<file path="config.mk">
export PLATFORM = sky130hd
export DESIGN_NAME = mem_arbiter_flat
export DESIGN_NICKNAME = d
export VERILOG_FILES = /design/src/rtl/mem_arbiter_pkg.sv /design/src/rtl/mem_arbiter_if.sv /design/src/rtl/mem_arbiter.sv /design/src/flat_wrapper.sv
export SDC_FILE = /design/constraint.sdc
export NUM_CORES = 1
export LEC_CHECK = 0
export CORE_UTILIZATION = 41
export DETAILED_ROUTE_END_ITERATION = 12
export PLACE_DENSITY_LB_ADDON = 0.3
export SLEW_MARGIN = 15
export SYNTH_ARGS = -nofsm -noshare
export SYNTH_HDL_FRONTEND = slang
export SYNTH_SLANG_ARGS = --single-unit
</file>
<file path="constraint.sdc">
create_clock -name clk -period 3.37 [get_ports clk]
set_input_delay 0.5055 -clock clk [delete_from_list [all_inputs] [get_ports clk]]
set_output_delay 0.5055 -clock clk [all_outputs]
set_load 0.01 [all_outputs]
</file>
<file path="src/rtl/mem_arbiter_pkg.sv">
// Shared definitions for the memory arbiter: sizes, FSM state encoding and
// the block-fill address helper.
package mem_arbiter_pkg;

    localparam int ADDR_W     = 16;
    localparam int DATA_W     = 16;
    localparam int WORDS      = 8;
    localparam int BLK_OFF_W  = 4;
    localparam int WORD_IDX_W = 3;
    localparam int CNT_W      = 4;

    // Issue counter runs 0..WORDS; reaching WORDS means all reads are out.
    localparam logic [CNT_W-1:0]      IC_END  = CNT_W'(WORDS);
    // Receive counter value of the final beat of a block.
    localparam logic [WORD_IDX_W-1:0] RC_LAST = WORD_IDX_W'(WORDS - 1);

    typedef enum logic [1:0] {
        ST_IDLE   = 2'd0,
        ST_WRITE  = 2'd1,
        ST_FILL_I = 2'd2,
        ST_FILL_D = 2'd3
    } arb_state_e;

    // Byte address of word idx inside the block holding addr; the low
    // block-offset bits of addr are discarded so they never leak out.
    function automatic logic [ADDR_W-1:0] word_addr(
        input logic [ADDR_W-1:0]     addr,
        input logic [WORD_IDX_W-1:0] idx
    );
        return {addr[ADDR_W-1:BLK_OFF_W], idx, 1'b0};
    endfunction

endpackage

</file>
<file path="src/rtl/mem_arbiter_if.sv">
// Cache-side and memory-side signal bundle of the memory arbiter.
// slave: the arbiter's view; master: the caches/memory (or bench) view.
interface mem_arbiter_if;
    import mem_arbiter_pkg::*;

    logic              i_miss;
    logic [ADDR_W-1:0] i_miss_addr;
    logic              d_miss;
    logic [ADDR_W-1:0] d_miss_addr;
    logic              d_wr_req;
    logic [ADDR_W-1:0] d_wr_addr;
    logic [DATA_W-1:0] d_wr_data;
    logic [DATA_W-1:0] mem_data_in;
    logic              mem_data_valid;

    logic                  mem_enable;
    logic                  mem_wr;
    logic [ADDR_W-1:0]     mem_addr;
    logic [DATA_W-1:0]     mem_data_out;
    logic [DATA_W-1:0]     fill_data;
    logic [WORD_IDX_W-1:0] fill_word;
    logic                  i_fill_we;
    logic                  d_fill_we;
    logic                  i_tag_we;
    logic                  d_tag_we;
    logic                  i_done;
    logic                  d_done;
    logic                  d_wr_done;
    logic                  busy;

    modport slave (
        input  i_miss, i_miss_addr, d_miss, d_miss_addr,
               d_wr_req, d_wr_addr, d_wr_data, mem_data_in, mem_data_valid,
        output mem_enable, mem_wr, mem_addr, mem_data_out,
               fill_data, fill_word, i_fill_we, d_fill_we,
               i_tag_we, d_tag_we, i_done, d_done, d_wr_done, busy
    );

    modport master (
        output i_miss, i_miss_addr, d_miss, d_miss_addr,
               d_wr_req, d_wr_addr, d_wr_data, mem_data_in, mem_data_valid,
        input  mem_enable, mem_wr, mem_addr, mem_data_out,
               fill_data, fill_word, i_fill_we, d_fill_we,
               i_tag_we, d_tag_we, i_done, d_done, d_wr_done, busy
    );

endinterface

</file>
<file path="src/rtl/mem_arbiter.sv">
// Memory arbiter: serves write-through stores and I/D block fills against a
// pipelined main memory. Fills issue 8 reads back-to-back and complete by
// counting returned valids, so any memory latency is tolerated.
module mem_arbiter
    import mem_arbiter_pkg::*;
(
    input  logic clk,
    input  logic rst_n,
    mem_arbiter_if.slave bus
);

    arb_state_e            state_q, state_d;
    logic [CNT_W-1:0]      ic_q, ic_d;
    logic [WORD_IDX_W-1:0] rc_q, rc_d;
    logic [ADDR_W-1:0]     addr_q, addr_d;
    logic [DATA_W-1:0]     wdata_q, wdata_d;

    logic              mem_enable_s;
    logic              mem_wr_s;
    logic [ADDR_W-1:0] mem_addr_s;
    logic [DATA_W-1:0] mem_data_out_s;
    logic              fill_we_s;
    logic              last_beat_s;

    // State, counters and latched request; async reset drops any fill in flight.
    always_ff @(posedge clk or negedge rst_n) begin
        if (!rst_n) begin
            state_q <= ST_IDLE;
            ic_q    <= '0;
            rc_q    <= '0;
            addr_q  <= '0;
            wdata_q <= '0;
        end else begin
            state_q <= state_d;
            ic_q    <= ic_d;
            rc_q    <= rc_d;
            addr_q  <= addr_d;
            wdata_q <= wdata_d;
        end
    end

    // Arbitration, read issue, beat receive and completion decode.
    always_comb begin
        state_d        = state_q;
        ic_d           = ic_q;
        rc_d           = rc_q;
        addr_d         = addr_q;
        wdata_d        = wdata_q;
        mem_enable_s   = 1'b0;
        mem_wr_s       = 1'b0;
        mem_addr_s     = '0;
        mem_data_out_s = '0;
        fill_we_s      = 1'b0;
        last_beat_s    = 1'b0;

        case (state_q)
            ST_IDLE: begin
                ic_d = '0;
                rc_d = '0;
                // Stores first so write-through never waits behind a fill.
                if (bus.d_wr_req) begin
                    state_d = ST_WRITE;
                    addr_d  = bus.d_wr_addr;
                    wdata_d = bus.d_wr_data;
                end else if (bus.d_miss) begin
                    state_d = ST_FILL_D;
                    addr_d  = bus.d_miss_addr;
                end else if (bus.i_miss) begin
                    state_d = ST_FILL_I;
                    addr_d  = bus.i_miss_addr;
                end else begin
                    state_d = ST_IDLE;
                end
            end

            ST_WRITE: begin
                mem_enable_s   = 1'b1;
                mem_wr_s       = 1'b1;
                mem_addr_s     = addr_q;
                mem_data_out_s = wdata_q;
                state_d        = ST_IDLE;
            end

            ST_FILL_I, ST_FILL_D: begin
                if (ic_q < IC_END) begin
                    mem_enable_s = 1'b1;
                    mem_addr_s   = word_addr(addr_q, ic_q[WORD_IDX_W-1:0]);
                    ic_d         = ic_q + 4'd1;
                end else begin
                    ic_d = ic_q;
                end

                if (bus.mem_data_valid) begin
                    fill_we_s = 1'b1;
                    if (rc_q == RC_LAST) begin
                        last_beat_s = 1'b1;
                        state_d     = ST_IDLE;
                        ic_d        = '0;
                        rc_d        = '0;
                    end else begin
                        rc_d = rc_q + 3'd1;
                    end
                end else begin
                    rc_d = rc_q;
                end
            end

            default: begin
                state_d = ST_IDLE;
                ic_d    = '0;
                rc_d    = '0;
            end
        endcase
    end

    assign bus.mem_enable   = mem_enable_s;
    assign bus.mem_wr       = mem_wr_s;
    assign bus.mem_addr     = mem_addr_s;
    assign bus.mem_data_out = mem_data_out_s;

    // Fill data is gated so nothing but a real beat reaches the caches.
    assign bus.fill_data = fill_we_s ? bus.mem_data_in : '0;
    assign bus.fill_word = fill_we_s ? rc_q : '0;

    assign bus.i_fill_we = fill_we_s & (state_q == ST_FILL_I);
    assign bus.d_fill_we = fill_we_s & (state_q == ST_FILL_D);
    assign bus.i_tag_we  = last_beat_s & (state_q == ST_FILL_I);
    assign bus.d_tag_we  = last_beat_s & (state_q == ST_FILL_D);
    assign bus.i_done    = last_beat_s & (state_q == ST_FILL_I);
    assign bus.d_done    = last_beat_s & (state_q == ST_FILL_D);
    assign bus.d_wr_done = (state_q == ST_WRITE);

    assign bus.busy = (state_q != ST_IDLE) | bus.i_miss | bus.d_miss | bus.d_wr_req;

endmodule

</file>
<file path="src/flat_wrapper.sv">
// flat-port wrapper written by rule: the top's interface ports become plain ports
module mem_arbiter_flat import mem_arbiter_pkg::*;
  (clk, rst_n, bus_i_miss, bus_i_miss_addr, bus_d_miss, bus_d_miss_addr, bus_d_wr_req, bus_d_wr_addr, bus_d_wr_data, bus_mem_data_in, bus_mem_data_valid, bus_mem_enable, bus_mem_wr, bus_mem_addr, bus_mem_data_out, bus_fill_data, bus_fill_word, bus_i_fill_we, bus_d_fill_we, bus_i_tag_we, bus_d_tag_we, bus_i_done, bus_d_done, bus_d_wr_done, bus_busy);
  mem_arbiter_if bus_i ();
  input  logic clk;
  input  logic rst_n;
  input wire logic [$bits(bus_i.i_miss)-1:0] bus_i_miss;
  input wire logic [$bits(bus_i.i_miss_addr)-1:0] bus_i_miss_addr;
  input wire logic [$bits(bus_i.d_miss)-1:0] bus_d_miss;
  input wire logic [$bits(bus_i.d_miss_addr)-1:0] bus_d_miss_addr;
  input wire logic [$bits(bus_i.d_wr_req)-1:0] bus_d_wr_req;
  input wire logic [$bits(bus_i.d_wr_addr)-1:0] bus_d_wr_addr;
  input wire logic [$bits(bus_i.d_wr_data)-1:0] bus_d_wr_data;
  input wire logic [$bits(bus_i.mem_data_in)-1:0] bus_mem_data_in;
  input wire logic [$bits(bus_i.mem_data_valid)-1:0] bus_mem_data_valid;
  output wire logic [$bits(bus_i.mem_enable)-1:0] bus_mem_enable;
  output wire logic [$bits(bus_i.mem_wr)-1:0] bus_mem_wr;
  output wire logic [$bits(bus_i.mem_addr)-1:0] bus_mem_addr;
  output wire logic [$bits(bus_i.mem_data_out)-1:0] bus_mem_data_out;
  output wire logic [$bits(bus_i.fill_data)-1:0] bus_fill_data;
  output wire logic [$bits(bus_i.fill_word)-1:0] bus_fill_word;
  output wire logic [$bits(bus_i.i_fill_we)-1:0] bus_i_fill_we;
  output wire logic [$bits(bus_i.d_fill_we)-1:0] bus_d_fill_we;
  output wire logic [$bits(bus_i.i_tag_we)-1:0] bus_i_tag_we;
  output wire logic [$bits(bus_i.d_tag_we)-1:0] bus_d_tag_we;
  output wire logic [$bits(bus_i.i_done)-1:0] bus_i_done;
  output wire logic [$bits(bus_i.d_done)-1:0] bus_d_done;
  output wire logic [$bits(bus_i.d_wr_done)-1:0] bus_d_wr_done;
  output wire logic [$bits(bus_i.busy)-1:0] bus_busy;
  assign bus_i.i_miss = bus_i_miss;
  assign bus_i.i_miss_addr = bus_i_miss_addr;
  assign bus_i.d_miss = bus_d_miss;
  assign bus_i.d_miss_addr = bus_d_miss_addr;
  assign bus_i.d_wr_req = bus_d_wr_req;
  assign bus_i.d_wr_addr = bus_d_wr_addr;
  assign bus_i.d_wr_data = bus_d_wr_data;
  assign bus_i.mem_data_in = bus_mem_data_in;
  assign bus_i.mem_data_valid = bus_mem_data_valid;
  assign bus_mem_enable = bus_i.mem_enable;
  assign bus_mem_wr = bus_i.mem_wr;
  assign bus_mem_addr = bus_i.mem_addr;
  assign bus_mem_data_out = bus_i.mem_data_out;
  assign bus_fill_data = bus_i.fill_data;
  assign bus_fill_word = bus_i.fill_word;
  assign bus_i_fill_we = bus_i.i_fill_we;
  assign bus_d_fill_we = bus_i.d_fill_we;
  assign bus_i_tag_we = bus_i.i_tag_we;
  assign bus_d_tag_we = bus_i.d_tag_we;
  assign bus_i_done = bus_i.i_done;
  assign bus_d_done = bus_i.d_done;
  assign bus_d_wr_done = bus_i.d_wr_done;
  assign bus_busy = bus_i.busy;
  mem_arbiter u_core (.clk(clk), .rst_n(rst_n), .bus(bus_i));
endmodule
</file>
==> Word-level counts from Yosys, hierarchy flattened <==
Index checks and enable logic that the tools add are counted.
{ "word_totals": {"register_bits": 41, "inputBits": 86, "output_inout_bits": 61} }
{ "classes": {"addsub": 2, "order_cmp": 1, "eq_ne": 6, "mux": 29, "bitwise_logic": 7, "reduce_logical": 9} }
{ "ops": {"columns": ["op", "n"], "rows": [
  ["$mux 16", 6],
  ["$pmux 16 s2", 1],
  ["$mux 4", 3],
  ["$mux 2", 5],
  ["$mux 3", 3],
  ["$pmux 4 s2", 1],
  ["$reduce_and 2->1", 4],
  ["$mux 1", 7],
  ["$pmux 2 s3", 1],
  ["$pmux 3 s2", 1],
  ["$add 4x1->4 const B", 1],
  ["$and 1x1->1", 4],
  ["$eq 2x2->1 const B", 2],
  ["$lt 4x4->1 const B", 1],
  ["$reduce_bool 2->1", 2],
  ["$add 3x1->3 const B", 1],
  ["$eq 3x3->1 const B", 1],
  ["$or 1x1->1", 3],
  ["$reduce_bool 3->1", 1],
  ["$eq 2x1->1 const B", 1],
  ["$logic_not 2->1", 1],
  ["$ne 2x1->1 const B", 1],
  ["$ne 2x2->1 const B", 1],
  ["$pmux 1 s2", 1],
  ["$reduce_or 2->1", 1]
]} }

==> Depth between registers and ports, before layout <==
{ "depth": {"depth_word": 5, "ltp_mapped": 6, "ltp_nobuf": 5} }

==> Least setup slack after synthesis <==
OpenSTA, ideal clock, no wires.
{ "synth_path": {"path_kind": "in2out", "start": "in bus_mem_data_valid", "end": "out bus_i_tag_we", "arrival_time_ps": 1477, "setup_slack_ps": 1387, "path_stages": 6, "n_path_buf": 3, "cell_sequence": "buf_2 clkbuf_1 nand2_1 nor2_1 and2_1 buf_4"} }
{ "synth_via": {"elab_chain_cells": 3} }
{ "synth_rtl": {"columns": ["element", "line_no", "rtl"], "rows": [
  ["start: declaration", "flat_wrapper.sv:15", "input wire logic [$bits(bus_i.mem_data_valid)-1:0] bus_mem_data_valid;"],
  ["$mux 1", "mem_arbiter.sv:93", "if (bus.mem_data_valid) begin"],
  ["$mux 1", "mem_arbiter.sv:56", "case (state_q)"],
  ["$and 1x1->1", null, null],
  ["end: declaration", "flat_wrapper.sv:24", "output wire logic [$bits(bus_i.i_tag_we)-1:0] bus_i_tag_we;"]
]} }
No other way between the ends.

==> Worst setup path after layout <==
{ "layout_path": {"start": "reg u_core.state_q[1]", "end": "out bus_mem_addr[11]"} }
{ "layout_via": {"elab_chain_cells": 3} }
{ "layout_rtl": {"columns": ["element", "line_no", "rtl"], "rows": [
  ["start: declaration", "mem_arbiter.sv:12", "arb_state_e state_q, state_d;"],
  ["start signal: assignment", "mem_arbiter.sv:34", "state_q <= state_d;"],
  ["$eq 2x2->1", "mem_arbiter.sv:56", null],
  ["$reduce_or 2->1", "mem_arbiter.sv:56", null],
  ["$pmux 16 s2 (*)", "mem_arbiter.sv:56", null],
  ["end: declaration", "flat_wrapper.sv:18", "output wire logic [$bits(bus_i.mem_addr)-1:0] bus_mem_addr;"]
]} }
Mark *: on every way between the ends. The rest lies on a longest branch, timed or not.

==> results.md <==
* PwrDens at 618 nW/um2
* GRT Util Overall at 20.1%
* Seq/Total Area, Yosys at 40.3%
* First-pass GRT wire length at 10000 um
* Post-CTS resize count at 0
* Reg-to-Reg End: u_core.wdata_q[8]$_DFFE_PN0P_
* Post-Syn Nets at 328
* Synthesis-to-finish area growth at 60.9%
* RR Startpoint: u_core.state_q[1]$_DFFE_PN0P_
* Cell count after synthesis at 238
* DP Worst Slack at 0.713 ns
* Max-slew violations at 0
* H-Tree Level Count at 2
* Die Footprint at 6520 um2
* Share of layout cells above drive strength 1 at 15.2%
* Final WL at 6290 um
* Endpoints failing setup at 0
* Initial Util at 42.7%
* CP Max Fanout at 31
* Hold buffers post-CTS at 0
* Reg2Reg Depth at 4
* RD Place Congestion at 0.692
* Crit-path cells: buf_4 -> nor2_2 -> a21oi_1 -> and2_1 -> clkdlybuf4s50_1
* CP Launch Type: flop
* Clock transition at path regs at 0.08 ns
* CTS tree: built
* DRT Pass-1 Iters at 4
* Cell Rows at 28
* Final core occ at 68.7%
* IO Port Bufs at 146
* Maxcap violations at 0
* Achievable Freq at 331 MHz
* Top sig layer: met4
* Crit path capture type: primary output
* Metal-1 WL at 2700 um
* Status: complete, no violations
* Worst R2R Setup Slack at 1.70 ns
* Final Critical Period at 3.03 ns
* Yosys cell types at 32
* CP required at 2.86 ns
* Initial antenna violation count at 0
* Vias in the first global route at 2195
* Ports at 147
* Most frequent cells in the layout: clkdlybuf4s50_1 (145), dfrtp_1 (41), and2_1 (31)
* Synthesis warning total at 0
* Final Hold Viols at 0
* Die width at 80.8 um
* Layout Nets at 465
* Syn avg cell area at 10.7 um2
* Crit path kind: flop to primary output
* Largest net degree at the start of global routing at 42
* Flops & latches, synth at 41
* Crit path from: u_core.state_q[1]$_DFFE_PN0P_
* Total CTS buffers at 5
* Leakage at 1.78 nW
* Clock Sinks at 41
* Antenna-violating nets left at 0
* Root Driver: clkbuf_8
* Worst-skew pair later-pin latency at 0.29 ns
* Post-CTS Setup Inserts at 0
* Peak VDD IR at 319 uV
* Final Total Pwr at 2.53 mW
* Wire per inst at 13.9 um
* Slowest-stage cell, CP: a21oi_1
* Initial DRC count at 103
* Total gr overflow at 0
* ANT cells at 0
* Fin Setup TNS at 0 ns
* Longest Clk Path Bufs at 2
* HPWL after detailed placement at 4590 um
* Die height at 80.8 um
* Most common cell after layout, fill and taps aside: clkdlybuf4s50_1
* HP Class: input port to asynchronous set/reset pin
* Fill cell count at 470
* Period utilisation layout at 89.8%
* Via-to-Cell Ratio at 5.01
* CORE AREA at 5960 um2
* Tightest Pin Transition at 0.953 ns
* Vias at 2259
* Met3 wire len at 499 um
* Drc violations at 0
* Met2 routed WL at 3060 um
* Crit path largest cell delay at 0.75 ns
* Mapped cell area at 2540 um2
* Setup ws final at 0.345 ns
* RSZ-0062 raised after global routing: false
* Clock skew at 0.00682 ns
* Relative slew slack at 36.5%
* Crit path DAT at 2.52 ns
==> layout make-up <==
| cell class | count | area [um2] | share of cell area (%) |
|---|---|---|---|
| Timing Repair Buffer | 153 | 1510 | 36.9 |
| Multi-Input combinational cell | 173 | 1370 | 33.3 |
| Sequential cell | 41 | 1030 | 25.1 |
| Tap cell | 75 | 93.8 | 2.29 |
| Clock buffer | 6 | 82.6 | 2.02 |
| Clock inverter | 2 | 13.8 | 0.336 |
| Inverter | 1 | 3.75 | 0.0917 |
==> routing by layer <==
layer  vias to the layer above  track usage [%]
li1                       1107                -
met1                      1051             24.4
met5                         -                0
met2                        99             35.7
met4                         0             4.46
met3                         2             5.17
==> how the worst max path moves through the flow <==
stage	to	slack, ns	cells past startpoint
floorplan	bus_i_tag_we	1.39	6
global placement	bus_mem_addr[13]	0.76	5
detailed placement	bus_mem_addr[11]	0.71	5
CTS	bus_mem_addr[4]	0.38	5
global route	bus_mem_addr[6]	0.20	5
finish	bus_mem_addr[11]	0.34	5
==> cells in the mapped netlist <==
| cell | number | area share, % |
|---|---|---|
| mux2_2 | 25 | 11 |
| and2_1 | 31 | 7.6 |
| nor3_4 | 1 | 0.64 |
| clkbuf_2 | 1 | 0.20 |
| nor2_2 | 1 | 0.25 |
| a21o_1 | 2 | 0.59 |
| nand4_1 | 1 | 0.25 |
| buf_2 | 5 | 0.98 |
| o21ai_1 | 8 | 1.6 |
| dfrtp_1 | 41 | 40 |
| o21bai_1 | 1 | 0.30 |
| or2_1 | 1 | 0.25 |
| mux2i_1 | 16 | 6.3 |
| buf_4 | 7 | 2.1 |
| nor3b_1 | 1 | 0.30 |
| nand2_1 | 5 | 0.74 |
| nor2b_1 | 2 | 0.49 |
| and3_1 | 20 | 4.9 |
| nand2b_1 | 1 | 0.25 |
| buf_6 | 2 | 0.89 |
| clkbuf_1 | 7 | 1.0 |
| mux2_4 | 10 | 5.9 |
| inv_1 | 1 | 0.15 |
| o21ai_0 | 27 | 5.3 |
| a21boi_2 | 1 | 0.44 |
| nor2_1 | 3 | 0.44 |
| a22o_1 | 9 | 3.1 |
| nand2b_2 | 1 | 0.34 |
| ha_1 | 4 | 2.0 |
| buf_12 | 1 | 0.79 |
| a21oi_1 | 1 | 0.20 |
| and2_4 | 1 | 0.34 |
==> sequential cells by signal (all words and copies together), names as in the netlist <==
name            count
u_core.ic_q         4
u_core.addr_q      16
u_core.wdata_q     16
u_core.state_q      2
u_core.rc_q         3
==> report_power, final <==
group	switching [mW]	internal, mW	leakage [nW]	total, mW
clock network	0.170	0.166	0.0512	0.336
logic	0.521	0.801	1.22	1.32
registers	0.142	0.731	0.500	0.873
==> worst max-delay path: cells and delay by family, from the launching register on <==
family | cells | cell delay, ns
simple gates | 2 | 0.35
flops | 1 | 0.33
buf+inv | 2 | 0.80
compound gates | 1 | 0.75
==> through the flow <==
step	area (um2)	hold WS [ns]	cells
2_1_floorplan	2540	0.210	238
3_5_place_dp	4000	0.484	443
3_3_place_gp	4000	0.482	443
5_1_grt	4090	0.422	451
6_report	4090	0.344	451
4_1_cts	4090	0.367	451
==> cell families after synthesis <==
kind of cell / Yosys count / share of synthesized area (%)
flops: 41 / 40.3
fa+ha+maj: 4 / 1.97
compound gates: 49 / 11.5
mux: 51 / 23.3
buf+inv: 24 / 6.10
simple gates: 69 / 16.8
No activity file was read; power rests on OpenSTA's default activity.
